### config.mk
export PLATFORM = sky130hd
export DESIGN_NAME = mul_div_unit_flat
export DESIGN_NICKNAME = d
export VERILOG_FILES = /design/src/rtl/rv32m_pkg.sv /design/src/rtl/mul_div_unit_if.sv /design/src/rtl/mdu_iter_datapath.sv /design/src/rtl/mul_div_unit.sv /design/src/flat_wrapper.sv
export SDC_FILE = /design/constraint.sdc
export NUM_CORES = 1
export LEC_CHECK = 0
export ABC_CLOCK_PERIOD_IN_PS = 9500
export CAP_MARGIN = 20
export CORE_ASPECT_RATIO = 1.2
export CORE_MARGIN = 5
export CORE_UTILIZATION = 40
export CTS_CLUSTER_DIAMETER = 200
export DETAILED_ROUTE_END_ITERATION = 8
export PLACE_DENSITY = 0.61
export SKIP_CTS_REPAIR_TIMING = 1
export SLEW_MARGIN = 40
export SYNTH_ARGS = -nofsm -noshare
export SYNTH_HDL_FRONTEND = slang
export SYNTH_SLANG_ARGS = --single-unit
### constraint.sdc
create_clock -name clk -period 9.5 [get_ports clk]
set_input_delay 1.9 -clock clk [delete_from_list [all_inputs] [get_ports clk]]
set_output_delay 1.9 -clock clk [all_outputs]
set_load 0.01 [all_outputs]
### src/rtl/rv32m_pkg.sv
// Shared definitions for the RV32M multiply/divide unit.
//   mdu_op_e : RV32M funct3 operation encodings
//   state_e  : control FSM states (IDLE -> CALC -> FIX)
//   MDU_XLEN : default operand/result width
//   ITER_W   : iteration counter width for the default width
package rv32m_pkg;

  localparam int MDU_XLEN = 32;
  localparam int ITER_W   = $clog2(MDU_XLEN);

  typedef enum logic [2:0] {
    MDU_MUL    = 3'b000,
    MDU_MULH   = 3'b001,
    MDU_MULHSU = 3'b010,
    MDU_MULHU  = 3'b011,
    MDU_DIV    = 3'b100,
    MDU_DIVU   = 3'b101,
    MDU_REM    = 3'b110,
    MDU_REMU   = 3'b111
  } mdu_op_e;

  typedef enum logic [1:0] {
    IDLE = 2'd0,
    CALC = 2'd1,
    FIX  = 2'd2
  } state_e;

endpackage

### src/rtl/mul_div_unit_if.sv
// Request/response bundle between the execute-stage control and the
// multiply/divide unit.
//   start, op, rs1, rs2 : request (sampled only while busy = 0)
//   busy                : operation in progress
//   done, res           : one-cycle completion pulse and its result
// master = requester (control/testbench), slave = mul_div_unit.
interface mul_div_unit_if
  import rv32m_pkg::*;
#(
  parameter int XLEN = MDU_XLEN
);

  logic            start;
  mdu_op_e         op;
  logic [XLEN-1:0] rs1;
  logic [XLEN-1:0] rs2;
  logic            busy;
  logic            done;
  logic [XLEN-1:0] res;

  modport master (output start, op, rs1, rs2, input busy, done, res);
  modport slave  (input start, op, rs1, rs2, output busy, done, res);

endinterface

### src/rtl/mdu_iter_datapath.sv
// One-bit-per-cycle iterative datapath shared by multiply and divide.
//   clk, rst : clock, synchronous active-high reset
//   load     : initialise from unsigned magnitudes a_in, b_in
//   step     : perform one iteration
//   is_div   : 1 = restoring shift-subtract, 0 = shift-add
//   hi, lo   : multiply -> {hi,lo} is the 2*XLEN product
//              divide   -> hi is the remainder, lo the quotient
module mdu_iter_datapath #(
  parameter int XLEN = 32
) (
  input  logic            clk,
  input  logic            rst,
  input  logic            load,
  input  logic            step,
  input  logic            is_div,
  input  logic [XLEN-1:0] a_in,
  input  logic [XLEN-1:0] b_in,
  output logic [XLEN-1:0] hi,
  output logic [XLEN-1:0] lo
);

  // Multiplicand for multiply, divisor for divide.
  logic [XLEN-1:0] m_q;

  logic [XLEN:0]   mul_sum;
  logic [XLEN:0]   div_shift;
  logic [XLEN:0]   div_diff;

  // Multiply: add the multiplicand into the upper half when the current
  // multiplier bit (lo[0]) is set; the carry is kept for the shift right.
  // Divide: shift the next dividend bit into the partial remainder and try
  // subtracting the divisor; bit XLEN of the difference is the borrow.
  always_comb begin
    mul_sum   = {1'b0, hi} + (lo[0] ? {1'b0, m_q} : '0);
    div_shift = {hi, lo[XLEN-1]};
    div_diff  = div_shift - {1'b0, m_q};
  end

  // NOTE: the datapath registers are cleared by reset so that nothing from
  // an aborted operation can leak into the next one; non-blocking
  // assignments keep every register sampling pre-edge values.
  always_ff @(posedge clk) begin
    if (rst) begin
      m_q <= '0;
      hi  <= '0;
      lo  <= '0;
    end else if (load) begin
      hi  <= '0;
      m_q <= is_div ? b_in : a_in;
      lo  <= is_div ? a_in : b_in;
    end else if (step) begin
      if (is_div) begin
        if (!div_diff[XLEN]) begin
          hi <= div_diff[XLEN-1:0];
          lo <= {lo[XLEN-2:0], 1'b1};
        end else begin
          hi <= div_shift[XLEN-1:0];
          lo <= {lo[XLEN-2:0], 1'b0};
        end
      end else begin
        hi <= mul_sum[XLEN:1];
        lo <= {mul_sum[0], lo[XLEN-1:1]};
      end
    end
  end

endmodule

### src/rtl/mul_div_unit.sv
// Iterative RV32M multiply/divide unit.
//   clk : rising-edge clock
//   rst : synchronous active-high reset
//   bus : slave side of mul_div_unit_if (start/op/rs1/rs2 in,
//         busy/done/res out)
// Flow: IDLE accepts start and latches sign flags and magnitudes; CALC runs
// XLEN iterations; FIX applies sign correction, registers res and pulses
// done. Divide-by-zero and signed overflow may skip CALC (EARLY_OUT).
module mul_div_unit
  import rv32m_pkg::*;
#(
  parameter int XLEN      = MDU_XLEN,
  parameter bit EARLY_OUT = 1'b1
) (
  input  logic           clk,
  input  logic           rst,
  mul_div_unit_if.slave  bus
);

  localparam int CNT_W = $clog2(XLEN);
  localparam logic [XLEN-1:0] MOST_NEG = {1'b1, {(XLEN-1){1'b0}}};

  state_e          state_q, state_n;
  logic [CNT_W-1:0] cnt_q;
  mdu_op_e         op_q;
  logic            neg_q;
  logic            fast_q;
  logic [XLEN-1:0] fast_res_q;
  logic            done_q;
  logic [XLEN-1:0] res_q;

  logic            accept;
  logic            load, step;
  logic            dp_is_div;
  logic            a_signed, b_signed;
  logic            neg_a, neg_b;
  logic [XLEN-1:0] mag_a, mag_b;
  logic            div_zero, div_ovf;
  logic            fast_hit;
  logic            res_neg_in;
  logic [XLEN-1:0] fast_val;
  logic [XLEN-1:0] dp_hi, dp_lo;
  logic [2*XLEN-1:0] prod_fix;
  logic [XLEN-1:0] div_raw, res_fix;

  assign accept   = (state_q == IDLE) && bus.start;
  assign bus.busy = (state_q != IDLE);
  assign bus.done = done_q;
  assign bus.res  = res_q;

  // Operand decode for the request presented in IDLE.
  always_comb begin
    a_signed = (bus.op == MDU_MULH) || (bus.op == MDU_MULHSU) ||
               (bus.op == MDU_DIV)  || (bus.op == MDU_REM);
    b_signed = (bus.op == MDU_MULH) || (bus.op == MDU_DIV) ||
               (bus.op == MDU_REM);
    neg_a    = a_signed && bus.rs1[XLEN-1];
    neg_b    = b_signed && bus.rs2[XLEN-1];
    mag_a    = neg_a ? -bus.rs1 : bus.rs1;
    mag_b    = neg_b ? -bus.rs2 : bus.rs2;
    div_zero = (bus.rs2 == '0);
    div_ovf  = ((bus.op == MDU_DIV) || (bus.op == MDU_REM)) &&
               (bus.rs1 == MOST_NEG) && (bus.rs2 == '1);
    fast_hit = EARLY_OUT && bus.op[2] && (div_zero || div_ovf);

    // A zero divisor yields an all-ones quotient magnitude; it must stay
    // unsigned so DIV x/0 returns -1 when the full iteration is run.
    unique case (bus.op)
      MDU_MULH, MDU_MULHSU: res_neg_in = neg_a ^ neg_b;
      MDU_DIV:              res_neg_in = (neg_a ^ neg_b) && !div_zero;
      MDU_REM:              res_neg_in = neg_a;
      default:              res_neg_in = 1'b0;
    endcase

    // op[1] separates remainder from quotient among the divide ops.
    if (div_zero) fast_val = bus.op[1] ? bus.rs1 : '1;
    else          fast_val = bus.op[1] ? '0 : MOST_NEG;
  end

  // NOTE: every signal written here gets a default first, so no path can
  // leave one unassigned and infer a latch.
  always_comb begin
    state_n = state_q;
    load    = 1'b0;
    step    = 1'b0;
    unique case (state_q)
      IDLE: begin
        if (bus.start) begin
          load    = 1'b1;
          state_n = fast_hit ? FIX : CALC;
        end
      end
      CALC: begin
        step = 1'b1;
        if (cnt_q == CNT_W'(XLEN - 1)) state_n = FIX;
      end
      FIX:     state_n = IDLE;
      default: state_n = IDLE;
    endcase
  end

  always_ff @(posedge clk) begin
    if (rst) state_q <= IDLE;
    else     state_q <= state_n;
  end

  assign dp_is_div = (state_q == IDLE) ? bus.op[2] : op_q[2];

  mdu_iter_datapath #(.XLEN(XLEN)) u_datapath (
    .clk    (clk),
    .rst    (rst),
    .load   (load),
    .step   (step),
    .is_div (dp_is_div),
    .a_in   (mag_a),
    .b_in   (mag_b),
    .hi     (dp_hi),
    .lo     (dp_lo)
  );

  // Products are negated across the full double width so the high half
  // picks up the borrow out of the low half.
  always_comb begin
    prod_fix = neg_q ? -{dp_hi, dp_lo} : {dp_hi, dp_lo};
    div_raw  = op_q[1] ? dp_hi : dp_lo;
    if (op_q[2])              res_fix = neg_q ? -div_raw : div_raw;
    else if (op_q == MDU_MUL) res_fix = prod_fix[XLEN-1:0];
    else                      res_fix = prod_fix[2*XLEN-1:XLEN];
  end

  always_ff @(posedge clk) begin
    if (rst) begin
      cnt_q      <= '0;
      op_q       <= MDU_MUL;
      neg_q      <= 1'b0;
      fast_q     <= 1'b0;
      fast_res_q <= '0;
      done_q     <= 1'b0;
      res_q      <= '0;
    end else begin
      done_q <= 1'b0;
      if (accept) begin
        op_q       <= bus.op;
        neg_q      <= res_neg_in;
        fast_q     <= fast_hit;
        fast_res_q <= fast_val;
        cnt_q      <= '0;
      end else if (state_q == CALC) begin
        cnt_q <= cnt_q + 1'b1;
      end
      if (state_q == FIX) begin
        res_q  <= fast_q ? fast_res_q : res_fix;
        done_q <= 1'b1;
      end
    end
  end

endmodule

### src/flat_wrapper.sv
// flat-port wrapper written by rule: the top's interface ports become plain ports
module mul_div_unit_flat import rv32m_pkg::*;
#(
  parameter int XLEN      = MDU_XLEN,
  parameter bit EARLY_OUT = 1'b1
)
  (clk, rst, bus_start, bus_op, bus_rs1, bus_rs2, bus_busy, bus_done, bus_res);
  mul_div_unit_if #(.XLEN(XLEN)) bus_i ();
  input  logic clk;
  input  logic rst;
  input wire logic [$bits(bus_i.start)-1:0] bus_start;
  input wire logic [$bits(bus_i.op)-1:0] bus_op;
  input wire logic [$bits(bus_i.rs1)-1:0] bus_rs1;
  input wire logic [$bits(bus_i.rs2)-1:0] bus_rs2;
  output wire logic [$bits(bus_i.busy)-1:0] bus_busy;
  output wire logic [$bits(bus_i.done)-1:0] bus_done;
  output wire logic [$bits(bus_i.res)-1:0] bus_res;
  assign bus_i.start = bus_start;
  assign bus_i.op = bus_op;
  assign bus_i.rs1 = bus_rs1;
  assign bus_i.rs2 = bus_rs2;
  assign bus_busy = bus_i.busy;
  assign bus_done = bus_i.done;
  assign bus_res = bus_i.res;
  mul_div_unit #(.XLEN(XLEN), .EARLY_OUT(EARLY_OUT)) u_core (.clk(clk), .rst(rst), .bus(bus_i));
endmodule
==> run metrics <==
status complete, no violations; Reg2Reg Setup Slack 4.51 ns; Area growth syn-to-layout 11.8%; DP Wirelength 57300 um; Die ar. 46500 um^2; Final Util 45.2%; met1 usage 40.6%; # clock sinks 173; antenna violations before repair 0; Gate Count Post-Synth 2431; ys async rst share 0%; drt pass-1 iters 6; TritonCTS buffer count 17; RSZ-0062 raised after global routing no; worst reg-to-reg path cell count 13; core area 41900 um^2; gpl congestion 0.977; total track usage 31.2%; antenna-violating nets left 0; Max-Cap Viols 0; min-delay src u_core.fast_res_q[23]$_SDFFE_PP0P_; via count 19100; startpoint of the worst-slack reg-to-reg timing path u_core.u_datapath.lo[0]$_SDFFE_PP0P_; Critical Path End Type flop; Mapped Nets 2574; Slew HR 35.5%; met3 Resource Use GR 5.22%; drt total wl 75800 um; critical path startpoint category input port; delay-heaviest family, CP simple AND/OR/NAND/NOR gates; DR WL/cell 25.5 um; critical path's slowest cell or4_1; H-tree depth 4; worst skew pair latency 0.47 ns; cell mode on critical path a21oi_1; starting density of the core 40.4%; pwr/cell area 147 nW/um^2; first-pass GRT wire length 113000 um; syn_area_per_cell 6.96 um^2; cell area after synthesis 16900 um^2; row cnt 82; Final Critical Period 5.10 ns; Yosys reg bits 173; EDFF count, synth 0; Root Buffer clkbuf_16; VDD IR max 0.000147 V; critical path's largest stage delay 0.66 ns; fin crit share 53.7%; Syn. warnings 0; Max Freq 0.196 GHz; Reg clk slew, reported paths 0.08 ns; Die Ht 235 um; Top Usage Layer GRT met2; endpoints failing hold 0; Top FF cell, synth dfxtp_1; TritonCTS clock tree yes; number of library cell types mapped by synthesis 85; vias per cell 6.42; Nets 2553; Static Leak 7.10 nW; vias in the first global route 17800; Tightest Hold Check Type reg -> reg; largest net degree at the start of global routing 83; antenna cells 0; CP Data Required Time 9.80 ns; port bufs 103; layout cells sized above 1 5.98%; Worst Path Buf+Inv 1; die width 198 um; Hold Crit Endpoint u_core.fast_res_q[23]$_SDFFE_PP0P_; critical path type in -> reg; worst slew pin tran 0.962 ns; # setup viols final 0; overflow left after global routing 0; IO Pins 104; Reg2Reg Capture Point u_core.u_datapath.hi[28]$_SDFFE_PP0P_; cell chain of the critical path clkdlybuf4s50_1, or4_1, or3_1, nor3_1, a21oi_1, xnor2_1, nand2_1, a21oi_1, a2111oi_0; hold path cells 2; Setup Skew 0.0112 ns; final max-slew violation count 0; Worst EP arrival 5.41 ns; Seq/Total Area, Yosys 20.5%; setup tns final 0 ns; met2 Use GR 49.0%; initial DRC count 2186; Crit Path Max Fanout 6; Residual DRC 0; CTS Buffer Depth 2
kinds of logic (layout without fill, tap and decap cells):
family,Yosys count,in the layout,share of synthesized area [%]
XOR/XNOR,176,176,9.11
AO/OA/AOI/OAI,747,747,28.5
buffers and inverters,258,250,5.92
multiplexers,71,71,4.28
flip-flops,173,173,20.5
adder cells (fa/ha/maj),73,73,5.49
AND/OR/NAND/NOR,933,933,26.2
cells in the mapped netlist (8+ instances only):
| cell type | number | area (um^2) |
|---|---|---|
| o211ai_1 | 58 | 435 |
| nor3b_1 | 9 | 67.6 |
| o21ai_0 | 164 | 821 |
| and3_1 | 14 | 87.6 |
| and4_1 | 9 | 78.8 |
| a31oi_1 | 28 | 175 |
| and2_1 | 12 | 75.1 |
| a21o_1 | 31 | 233 |
| xnor2_1 | 88 | 771 |
| buf_1 | 18 | 67.6 |
| a311oi_1 | 10 | 87.6 |
| inv_1 | 67 | 251 |
| nand3_1 | 68 | 340 |
| nand4_1 | 23 | 144 |
| o21a_1 | 13 | 97.6 |
| or2_2 | 8 | 50.1 |
| a211oi_1 | 35 | 263 |
| a2111oi_0 | 18 | 158 |
| or4_1 | 21 | 158 |
| nand2_1 | 347 | 1300 |
| a221oi_1 | 9 | 78.8 |
| nor3_1 | 64 | 320 |
| nand2b_1 | 16 | 100 |
| buf_2 | 21 | 105 |
| a21oi_1 | 216 | 1080 |
| nor4_1 | 25 | 156 |
| a211o_1 | 8 | 70.1 |
| o221ai_1 | 17 | 149 |
| nor2b_1 | 44 | 275 |
| ha_1 | 71 | 888 |
| dfxtp_1 | 173 | 3460 |
| a31o_2 | 10 | 87.6 |
| o41ai_1 | 17 | 149 |
| clkbuf_1 | 149 | 559 |
| mux2_2 | 10 | 113 |
| nor2_1 | 210 | 788 |
| xor2_1 | 88 | 771 |
| or3_1 | 34 | 213 |
| mux2i_1 | 60 | 601 |
| o31ai_1 | 41 | 308 |
layer usage:
layer,up-vias,part of all wire (%)
li1,8793,-
met1,9037,41
met2,1026,45
met3,215,8.1
met4,0,6.4
met5,-,0
how the worst max path moves through the flow:
stage | start | endpoint | depth (start not counted)
2_1_floorplan | bus_rs1[17] | u_core.u_datapath.m_q[29]$_SDFFE_PP0P_ | 9
3_3_place_gp | bus_rs2[14] | u_core.fast_res_q[1]$_SDFFE_PP0P_ | 9
3_5_place_dp | bus_rs2[14] | u_core.fast_res_q[22]$_SDFFE_PP0P_ | 9
4_1_cts | bus_rs2[14] | u_core.fast_res_q[22]$_SDFFE_PP0P_ | 9
5_1_grt | bus_rs2[14] | u_core.fast_res_q[1]$_SDFFE_PP0P_ | 9
6_report | bus_rs1[10] | u_core.u_datapath.lo[19]$_SDFFE_PP0P_ | 9
stage by stage:
step                cell area [um^2]  hold slack [ns]  total power, mW  std cells  setup WS, ns
floorplan                      16900            0.416             1.63       2431          5.19
global placement               18300            0.432             2.03       2937          3.92
detailed placement             18300            0.440             2.03       2937          3.84
CTS                            18900            0.455             2.76       2969          4.34
global route                   18900            0.473             2.91       2969          4.34
finish                         18900            0.455             2.79       2969          4.40
final cells by class:
cell class              count  area, um^2
clock buffers              17         425
clock inverters            15         170
fillers                  4351       22900
inverters                  69         259
multi-input cells        2000       12500
flip-flops and latches    173        3470
well taps                 546         683
repair buffers            149        1380
flip-flops by register name, summed over array words and instances, names as in the netlist:
signal,cells
u_core.bus.done,1
u_core.bus.res,32
u_core.cnt_q,5
u_core.fast_q,1
u_core.fast_res_q,32
u_core.neg_q,1
u_core.op_q,3
u_core.state_q,2
u_core.u_datapath.hi,32
u_core.u_datapath.lo,32
u_core.u_datapath.m_q,32
power by group:
part / total [mW] / switching, mW / leakage, nW / internal [mW]
clock: 0.735 / 0.381 / 0.287 / 0.354
combinational: 1.20 / 0.777 / 5.40 / 0.423
sequential: 0.854 / 0.0913 / 1.41 / 0.763
worst reg2reg max path, delay by kind of cell, from the launching register on:
family,cells,cell delay [ns]
DFF,1,0.44
buffers and inverters,2,0.94
adders and majority gates,1,0.30
and+or+nand+nor,2,0.22
AOI/OAI and AO/OA,8,3.04
cells in the final DEF, fill, tap and decap left out, drive strengths merged, types with 18 or more instances in the layout:
cell           Yosys  final
nand2            347    347
a21oi            216    216
nor2             210    210
dfxtp            173    173
o21ai            168    168
clkdlybuf4s50      0    101
xor2              88     88
xnor2             88     88
inv               67     74
ha                71     71
nand3             69     69
nor3              68     68
mux2i             60     60
o211ai            58     58
buf               40     48
nor2b             44     44
o31ai             43     43
a211oi            35     35
or3               34     34
a21o              31     31
a31oi             28     28
nor4              28     28
nand4             23     23
or4               23     23
o41ai             19     19
a2111oi           18     18
(Power assumes the default switching activity.)
